$ cat src/rtl/fp_cmp_acc_ci_if.sv
// Issue/complete bus of the fp_cmp_acc_ci custom instruction.
// The CPU side drives operands and strobes; the unit returns result and done.
interface fp_cmp_acc_ci_if #(
   parameter int W = 32
);
   logic         clk_en;
   logic         start;
   logic [2:0]   n;
   logic [W-1:0] dataa;
   logic [W-1:0] datab;
   logic [W-1:0] result;
   logic         done;

   modport master (
      output clk_en, start, n, dataa, datab,
      input  result, done
   );

   modport slave (
      input  clk_en, start, n, dataa, datab,
      output result, done
   );
endinterface

$ cat src/rtl/fp_cmp_acc_ci.sv
// Fixed-latency floating-point compare / MIN custom instruction with a
// running-minimum accumulator (value + node index) for frontier scans.
module fp_cmp_acc_ci #(
   parameter int EXP_W  = 8,
   parameter int MANT_W = 23,
   parameter int STAGES = 2,
   parameter int IDX_W  = 16
) (
   input logic         clk,
   input logic         reset,
   fp_cmp_acc_ci_if.slave bus
);
   localparam int W = 1 + EXP_W + MANT_W;

   typedef enum logic {IDLE, BUSY} state_t;
   typedef logic [W-1:0] word_t;

   localparam word_t      POS_INF  = {1'b0, {EXP_W{1'b1}}, {MANT_W{1'b0}}};
   localparam word_t      QNAN     = {1'b0, {EXP_W{1'b1}}, 1'b1, {(MANT_W-1){1'b0}}};
   localparam logic [1:0] CNT_LOAD = 2'(STAGES - 1);

   function automatic logic is_nan(input word_t x);
      return (&x[W-2:MANT_W]) && (|x[MANT_W-1:0]);
   endfunction

   function automatic logic is_zero(input word_t x);
      return ~|x[W-2:0];
   endfunction

   // Sign-magnitude ordering for non-NaN operands; +0 and -0 are equal.
   function automatic logic lt_ord(input word_t a, input word_t b);
      if (is_zero(a) && is_zero(b)) return 1'b0;
      if (a[W-1] != b[W-1])          return a[W-1];
      if (a[W-1])                    return a[W-2:0] > b[W-2:0];
      return a[W-2:0] < b[W-2:0];
   endfunction

   function automatic logic eq_ord(input word_t a, input word_t b);
      return (is_zero(a) && is_zero(b)) || (a == b);
   endfunction

   state_t           state_q, state_d;
   logic [1:0]       cnt_q, cnt_d;
   logic [2:0]       op_q, op_d;
   word_t            a_q, a_d, b_q, b_d;
   word_t            result_q, result_d;
   logic             done_q, done_d;
   word_t            best_val_q, best_val_d;
   logic [IDX_W-1:0] best_idx_q, best_idx_d;
   logic             acc_valid_q, acc_valid_d;

   logic  a_nan, b_nan, lt_ab, lt_ba, eq_ab, push_ok;
   word_t op_res;

   assign a_nan   = is_nan(a_q);
   assign b_nan   = is_nan(b_q);
   assign lt_ab   = lt_ord(a_q, b_q);
   assign lt_ba   = lt_ord(b_q, a_q);
   assign eq_ab   = eq_ord(a_q, b_q);
   assign push_ok = !a_nan && (!acc_valid_q || lt_ord(a_q, best_val_q));

   always_comb begin
      op_res = '0;
      case (op_q)
         3'd0: op_res = W'(!a_nan && !b_nan && (lt_ab || eq_ab));
         3'd1: op_res = W'(!a_nan && !b_nan && lt_ab);
         3'd2: op_res = W'(!a_nan && !b_nan && eq_ab);
         3'd3: begin
            if (a_nan && b_nan) op_res = QNAN;
            else if (a_nan)     op_res = b_q;
            else if (b_nan)     op_res = a_q;
            else if (lt_ba)     op_res = b_q;
            else                op_res = a_q;
         end
         3'd4: op_res = '0;
         3'd5: op_res = W'(push_ok);
         3'd6: op_res = best_val_q;
         3'd7: op_res = acc_valid_q ? W'(best_idx_q) : '1;
         default: op_res = '0;
      endcase
   end

   always_comb begin
      state_d     = state_q;
      cnt_d       = cnt_q;
      op_d        = op_q;
      a_d         = a_q;
      b_d         = b_q;
      result_d    = result_q;
      done_d      = done_q;
      best_val_d  = best_val_q;
      best_idx_d  = best_idx_q;
      acc_valid_d = acc_valid_q;
      // clk_en low leaves every register, including a pending done, untouched.
      if (bus.clk_en) begin
         done_d = 1'b0;
         case (state_q)
            IDLE: begin
               if (bus.start) begin
                  op_d    = bus.n;
                  a_d     = bus.dataa;
                  b_d     = bus.datab;
                  cnt_d   = CNT_LOAD;
                  state_d = BUSY;
               end
            end
            BUSY: begin
               if (cnt_q != 2'd0) begin
                  cnt_d = cnt_q - 2'd1;
               end else begin
                  state_d  = IDLE;
                  done_d   = 1'b1;
                  result_d = op_res;
                  if (op_q == 3'd4) begin
                     best_val_d  = POS_INF;
                     best_idx_d  = '1;
                     acc_valid_d = 1'b0;
                  end else if (op_q == 3'd5 && push_ok) begin
                     best_val_d  = a_q;
                     best_idx_d  = b_q[IDX_W-1:0];
                     acc_valid_d = 1'b1;
                  end
               end
            end
            default: state_d = IDLE;
         endcase
      end
   end

   always_ff @(posedge clk) begin
      if (reset) begin
         state_q     <= IDLE;
         cnt_q       <= '0;
         op_q        <= '0;
         a_q         <= '0;
         b_q         <= '0;
         result_q    <= '0;
         done_q      <= 1'b0;
         best_val_q  <= POS_INF;
         best_idx_q  <= '1;
         acc_valid_q <= 1'b0;
      end else begin
         state_q     <= state_d;
         cnt_q       <= cnt_d;
         op_q        <= op_d;
         a_q         <= a_d;
         b_q         <= b_d;
         result_q    <= result_d;
         done_q      <= done_d;
         best_val_q  <= best_val_d;
         best_idx_q  <= best_idx_d;
         acc_valid_q <= acc_valid_d;
      end
   end

   assign bus.result = result_q;
   assign bus.done   = done_q;
endmodule

$ cat src/flat_wrapper.sv
// flat-port wrapper written by rule: the top's interface ports become plain ports
module fp_cmp_acc_ci_flat 
#(
   parameter int EXP_W  = 8,
   parameter int MANT_W = 23,
   parameter int STAGES = 2,
   parameter int IDX_W  = 16
)
  (clk, reset, bus_clk_en, bus_start, bus_n, bus_dataa, bus_datab, bus_result, bus_done);
  fp_cmp_acc_ci_if #(.W((32))) bus_i ();
  input logic clk;
  input logic reset;
  input wire logic [$bits(bus_i.clk_en)-1:0] bus_clk_en;
  input wire logic [$bits(bus_i.start)-1:0] bus_start;
  input wire logic [$bits(bus_i.n)-1:0] bus_n;
  input wire logic [$bits(bus_i.dataa)-1:0] bus_dataa;
  input wire logic [$bits(bus_i.datab)-1:0] bus_datab;
  output wire logic [$bits(bus_i.result)-1:0] bus_result;
  output wire logic [$bits(bus_i.done)-1:0] bus_done;
  assign bus_i.clk_en = bus_clk_en;
  assign bus_i.start = bus_start;
  assign bus_i.n = bus_n;
  assign bus_i.dataa = bus_dataa;
  assign bus_i.datab = bus_datab;
  assign bus_result = bus_i.result;
  assign bus_done = bus_i.done;
  fp_cmp_acc_ci #(.EXP_W(EXP_W), .MANT_W(MANT_W), .STAGES(STAGES), .IDX_W(IDX_W)) u_core (.clk(clk), .reset(reset), .bus(bus_i));
endmodule
$ cat config.mk
export PLATFORM = sky130hd
export DESIGN_NAME = fp_cmp_acc_ci_flat
export DESIGN_NICKNAME = d
export VERILOG_FILES = /design/src/rtl/fp_cmp_acc_ci_if.sv /design/src/rtl/fp_cmp_acc_ci.sv /design/src/flat_wrapper.sv
export SDC_FILE = /design/constraint.sdc
export NUM_CORES = 1
export LEC_CHECK = 0
export CAP_MARGIN = 20
export CORE_MARGIN = 2
export CORE_UTILIZATION = 45
export CTS_CLUSTER_SIZE = 24
export DETAILED_ROUTE_END_ITERATION = 12
export GPL_TIMING_DRIVEN = 0
export PLACE_DENSITY = 0.75
export RECOVER_POWER = 25
export SLEW_MARGIN = 15
export SYNTH_ARGS = -nofsm -noshare
export SYNTH_HDL_FRONTEND = slang
export SYNTH_SLANG_ARGS = --single-unit
$ cat constraint.sdc
create_clock -name clk -period 3 [get_ports clk]
set_input_delay 0.9 -clock clk [delete_from_list [all_inputs] [get_ports clk]]
set_output_delay 0.9 -clock clk [all_outputs]
set_load 0.005 [all_outputs]
Yosys cells after proc, flatten, opt, wreduce, memory -nomap -nowiden

Cells that the tools add are included.

Order comparisons: 6
Equal/unequal tests: 13
Add/subtract/negate cells: 1
Bitwise operators: 2
Reductions and logical operators: 34
Muxes and demuxes: 53

Operators by type and width:

| operator                                             | count |
|---|---|
| one-hot mux 32 bit (8 select lines)                  | 1 |
| 2-to-1 mux 32 bit                                    | 7 |
| greater-than comparator 31 bit                       | 3 |
| < comparator 31 bit                                  | 3 |
| OR reduction 31 bit                                  | 3 |
| OR reduction 23 bit                                  | 2 |
| 2-to-1 mux 1 bit                                     | 39 |
| equality test 32 bit                                 | 1 |
| 2-to-1 mux 16 bit                                    | 2 |
| AND reduction 8 bit                                  | 2 |
| equality test 3 bit (second input constant)          | 4 |
| logical AND 1 bit                                    | 11 |
| AND reduction 3 bit                                  | 3 |
| equality test 3 x 2 -> 1 bit (second input constant) | 2 |
| logical NOT 1 bit                                    | 6 |
| 2-to-1 mux 2 bit                                     | 2 |
| != test 2 bit (second input constant)                | 2 |
| one-hot mux 2 bit (2 select lines)                   | 1 |
| AND reduction 4 bit                                  | 1 |
| nonzero test 2 bit                                   | 2 |
| equality test 3 x 1 -> 1 bit (second input constant) | 1 |
| logical NOT 3 bit                                    | 1 |
| logical OR 1 bit                                     | 3 |
| != test 1 bit                                        | 3 |
| 3 further kinds                                      | 4 |

Flip-flop bits (word level): 152
Output and inout bits: 33
Logic and storage cells: 119

Logic depth before layout (Yosys ltp)

Depth after elaboration: 15
Gate-level depth with buffers: 12
Depth with buffers taken out: 10

Worst setup path before layout

OpenSTA, ideal clock, no wires.

Path type: register to register
Start point: register u_core.a_q[25]
End point: register u_core.result_q[22], in the netlist u_core.bus.result[22]
Setup time: 0.146 ns
Path slack: 0.244 ns
Stages on the path, launching flop included: 12
Arrival: 2.610 ns
Path buffers: 1
Cell sequence: dfxtp_1 inv_1 ha_1 nand4_1 nor4_2 and2_1 o22ai_1 a311o_1 and2_0 clkbuf_1 nor4_1 a2111oi_0

Word-level cells in the longest chain between the ends: 10

Ends and longest elaborated chain:

| item                                                                  | RTL line                                 | text |
|---|---|---|
| from (decl)                                                           | fp_cmp_acc_ci.sv:45                      | `word_t a_q, a_d, b_q, b_d;` |
| from (signal assigned)                                                | fp_cmp_acc_ci.sv:135                     | `a_q <= '0;` |
| from (signal assigned)                                                | fp_cmp_acc_ci.sv:146                     | `a_q <= a_d;` |
| greater-than comparator 31 bit or OR reduction 31 bit (tied branches) | fp_cmp_acc_ci.sv:34, fp_cmp_acc_ci.sv:27 |  |
| 2-to-1 mux 1 bit or logical NOT 1 bit (tied branches)                 | fp_cmp_acc_ci.sv:34, fp_cmp_acc_ci.sv:27 |  |
| 2-to-1 mux 1 bit or logical AND 1 bit (tied branches)                 | fp_cmp_acc_ci.sv:35, fp_cmp_acc_ci.sv:32 |  |
| 2-to-1 mux 1 bit, on equally long branches                            | fp_cmp_acc_ci.sv:34, fp_cmp_acc_ci.sv:32 |  |
| 2-to-1 mux 1 bit                                                      | fp_cmp_acc_ci.sv:33                      | `if (a[W-1] != b[W-1]) return a[W-1];` |
| 2-to-1 mux 32 bit                                                     | fp_cmp_acc_ci.sv:72                      | `else if (lt_ba) op_res = b_q;` |
| 2-to-1 mux 32 bit                                                     | fp_cmp_acc_ci.sv:71                      | `else if (b_nan) op_res = a_q;` |
| 2-to-1 mux 32 bit                                                     | fp_cmp_acc_ci.sv:70                      | `else if (a_nan) op_res = b_q;` |
| 2-to-1 mux 32 bit (*)                                                 | fp_cmp_acc_ci.sv:69                      | `if (a_nan && b_nan) op_res = QNAN;` |
| one-hot mux 32 bit (8 select lines) (*)                               | fp_cmp_acc_ci.sv:64                      | `case (op_q)` |
| to (signal assigned)                                                  | fp_cmp_acc_ci.sv:148                     | `result_q <= result_d;` |
| to (decl)                                                             | fp_cmp_acc_ci.sv:46                      | `word_t result_q, result_d;` |

Mark *: on every way between the ends. The rest lies on a longest branch, timed or not.
A chain may end at the register's enable or synchronous reset.

Worst setup path in the final report

Start point: register u_core.a_q[7]
End point: register u_core.result_q[0], in the netlist u_core.bus.result[0]

Word-level cells in the longest chain between the ends: 10

Ends and longest elaborated chain:

| item                                                                  | RTL line |
|---|---|
| greater-than comparator 31 bit or OR reduction 31 bit (tied branches) | fp_cmp_acc_ci.sv:34, fp_cmp_acc_ci.sv:27 |
| 2-to-1 mux 1 bit or logical NOT 1 bit (tied branches)                 | fp_cmp_acc_ci.sv:34, fp_cmp_acc_ci.sv:27 |
| 2-to-1 mux 1 bit or logical AND 1 bit (tied branches)                 | fp_cmp_acc_ci.sv:35, fp_cmp_acc_ci.sv:32, fp_cmp_acc_ci.sv:39 |
| 2-to-1 mux 1 bit, on equally long branches                            | fp_cmp_acc_ci.sv:34, fp_cmp_acc_ci.sv:32 |
| 2-to-1 mux 1 bit                                                      | fp_cmp_acc_ci.sv:33 |
| 2-to-1 mux 32 bit                                                     | fp_cmp_acc_ci.sv:72 |
| 2-to-1 mux 32 bit                                                     | fp_cmp_acc_ci.sv:71 |
| 2-to-1 mux 32 bit                                                     | fp_cmp_acc_ci.sv:70 |
| 2-to-1 mux 32 bit                                                     | fp_cmp_acc_ci.sv:69 |
| one-hot mux 32 bit (8 select lines) (*)                               | fp_cmp_acc_ci.sv:64 |

Marks and branches as above.

==> qor.csv <==
stage,metric,value,unit
status,status,finished with violations,
status,failing checks,setup timing,
synth,Yosys Warn Count,0,
global_routing,first-pass GRT wire length,43200,um
sta,"Setup violations, final",3,
floorplan,row count,49,
finish,final core occ,61.2,%
setup_path,critical path cell sequence,inv_4 > ha_4 > nand4_1 > nor4_4 > and2_4 > o22ai_4 > a311o_1 > a21oi_4 > buf_12 > clkbuf_16 > mux2i_2 > a22o_1,
pwr,LEAKAGE,4.26,nW
setup_path,Critical path buffers and inverters,3,
pwr,sequential share of power,40.3,%
sta,Worst-Margin Slew,0.907,ns
global_routing,total gr overflow,0,
routing,Routed Antenna Nets,0,
clocking,Inserted Clock Buffers,17,
clocking,H-tree Lvls,4,
synth,async set or reset register ratio after synthesis,0,%
clocking,CTS sink cnt,152,
synth,top post-synthesis cells by area,"dfxtp_1 37%, ha_1 9.6%, a21oi_1 9.3%",
synth,synthesized cell area,0.00824,mm^2
sta,Max Clk Rate,330,MHz
sta,Final WS setup,-0.0258,ns
routing,Post-Route WL,28900,um
placement,Post-DP Area,0.00955,mm^2
synth,Synth Register Bits,152,
finish,"Design Area, Final",0.0110,mm^2
global_routing,number of global-route vias before repair,8101,
setup_path,Critical Path AT,3.40,ns
synth,post-synth top area share,36.9,%
routing,DRT Pass-1 Iters,7,
routing,WL/cell,20.2,um
finish,area grow syn2layout,33.5,%
finish,post-layout net count,1318,
pwr,pwr/cell area,485,mW/mm^2
synth,Post-Synthesis Cells,1027,
sta,Setup TNS,-0.0423,ns
floorplan,die area,0.0194,mm^2
clocking,root buf cell,clkbuf_16,
global_routing,largest net degree at the start of global routing,17,
routing,DR vias/cell,6.07,
setup_path,"Req. time, crit path",3.37,ns
flow_run,Max Cap Viol,0,
finish,Finished Layout Cells,1426,
setup_path,crit start category,flop,
pwr,Clk pwr share,37.6,%
placement,routability cong.,0.995,
sta,period utilisation layout,101,%
sta,Max Transition Viols Final,0,
sta,RSZ-0062 raised after global routing,true,
sta,"Hold Violations, Final",0,
setup_path,endpoint class of the critical path,flop,
sta,fin crit period,3.03,ns
global_routing,GR Util All Layers,28.1,%
placement,dpl cells,1359,
synth,"Seq/Total Area, Yosys",36.9,%
setup_path,CP max stage cell,nor4_4,
finish,fill count,1556,
sta,final hold slack,0.456,ns
global_routing,initial antenna violation count,0,
routing,Residual DRC,0,
pwr,peak supply drop,442,uV
placement,worst slack at placement,-0.535,ns
floorplan,I/O pins,104,
pwr,Pwr Total,5.33,mW
clocking,Clock Tree Buf Depth,2,
clocking,CTS Hold Bufs,0,
synth,synth unique cells,56,
setup_path,WS Path Type,reg2reg,
floorplan,DIE HEIGHT,139,um
placement,PortBufs,103,
synth,largest area contributor in the netlist,dfxtp_1,
pwr,Sw Pwr,1.59,mW
routing,DR vias,8653,
synth,Synth Net Count,1161,
floorplan,Die X,139,um
pwr,internal power,3.74,mW
routing,DRT iter0 DRCs,646,
floorplan,Core ar.,0.0180,mm^2
clocking,TritonCTS clock tree,done,
setup_path,crit-path max FO,6,
clocking,Worst-path clk slew,0.06,ns
placement,detailed placer's ending HPWL,20200,um
synth,"Avg Cell Area, Syn",8.02,um^2
floorplan,Initial Util,45.8,%
setup_path,Max stage delay on crit path,0.48,ns
worst_hold_path,HP Class,reg2reg,
synth,Synth Flop Type,dfxtp_1,
pwr,Sw Share,29.9,%
pwr,power share of the combinational group,22.1,%
setup_path,"CP delay by family, top",simple AND/OR/NAND/NOR gates,
clocking,Clock Latency Late Sink,0.44,ns
finish,"most common cell after layout, fill and taps aside",nand2_1,
finish,Antenna Cells,0,
sta,final worst clock skew,0.0100,ns
synth,Post-synth EDFFs,0,
finish,most frequent cells in the layout,"184 x nand2_1, 151 x a21oi_1, 110 x dfxtp_1",
sta,Slew HR,39.5,%
finish,fraction of layout cells with a size suffix above 1,16.8,%
-- path summary, 6_finish.rpt --
check                          to                  from  cells past startpoint  slack [ns]
min          u_core.best_idx_q[1]  u_core.best_idx_q[1]                      2        0.46
max          u_core.bus.result[0]         u_core.a_q[7]                     12       -0.03
max reg2reg  u_core.bus.result[0]         u_core.a_q[7]                     12       -0.03
min reg2reg  u_core.best_idx_q[1]  u_core.best_idx_q[1]                      2        0.46
-- state kept, by name (all words and copies together), names as in the netlist --
name and count:
u_core.bus.result 32, u_core.bus.done 1, u_core.state_q 1, u_core.a_q 32, u_core.best_idx_q 16, u_core.cnt_q 2
u_core.acc_valid_q 1, u_core.best_val_q 32, u_core.b_q 32, u_core.op_q 3
-- worst min-delay path: stages, from the launching register on --
cell and delay, ns:
dfxtp_1 0.29, inv_1 0.06, a2bb2oi_1 0.06
-- power by group through the flow --
stage                     Sequential, mW  Combinational (mW)  Clock, mW
final                               2.15                1.18       2.00
after global routing                2.15                1.25       2.10
after CTS                           2.14               0.896       2.00
after detailed placement            2.18               0.830          0
after global placement              2.18               0.817          0
after floorplan                     2.15               0.528          0
-- cells by family after synthesis --
group	after synthesis	share of synthesized area (%)
buffers and inverters	157	7.55
DFF	152	36.9
and+or+nand+nor	334	19.2
muxes	18	2.19
xor gates and xnor gates	1	0.106
adders and majority gates	63	9.57
AOI/OAI and AO/OA	302	24.4
-- final cells by class --
| type | count | area (um^2) | share of cell area, % |
|---|---|---|---|
| repair buffers | 139 | 1370 | 12.5 |
| plain buffers | 67 | 347 | 3.15 |
| inverters | 89 | 337 | 3.06 |
| well taps | 229 | 287 | 2.61 |
| flip-flops and latches | 152 | 3140 | 28.6 |
| clock buffers | 21 | 470 | 4.28 |
| clock inverters | 11 | 73.8 | 0.672 |
| multi-input cells | 718 | 4970 | 45.2 |
-- cell usage after synthesis, types with 2 or more instances --
master     count
inv_1         89
nor2_1        21
o211ai_1      11
a21boi_0       3
a211oi_1       3
and3b_1        2
a31oi_1        3
nor4_2         4
a221oi_2       5
a2111oi_0      2
ha_1          63
a21oi_1      153
nor3_1        27
buf_4          3
a221oi_1       8
nand2b_1       2
nand3b_1       5
o21a_1         5
nand4_1       32
o22ai_1        3
mux2i_1       18
buf_2         11
o221ai_2       5
a2bb2oi_1     15
o21ai_1       11
nand2_1      185
nand3_1       19
a221o_1       10
clkbuf_1      38
o2111ai_1      2
a22o_1        25
or2_2          3
buf_1         15
a21o_1         4
nor4_1        24
o21ai_0       12
dfxtp_1      152
o221ai_1       3
a311o_1        3
and4_1         2
a22oi_1       11
-- what timing repair did --
item,in CTS,in global routing
gates resized for setup,42,105
endpoints found under the setup margin,80,77
cloned,0,2
buffers inserted,8,26
pin swaps,11,27
hold endpoints to repair,0,0
-- metal layers --
layer / track usage [%] / vias up / wire length [um]
li1: - / 4014 / -
met1: 37.1 / 4108 / 11800
met2: 45.6 / 452 / 13400
met3: 4.92 / 79 / 2600
met4: 11.5 / 0 / 1060
met5: 0 / - / 0
Power figures use the tool's default switching activity.
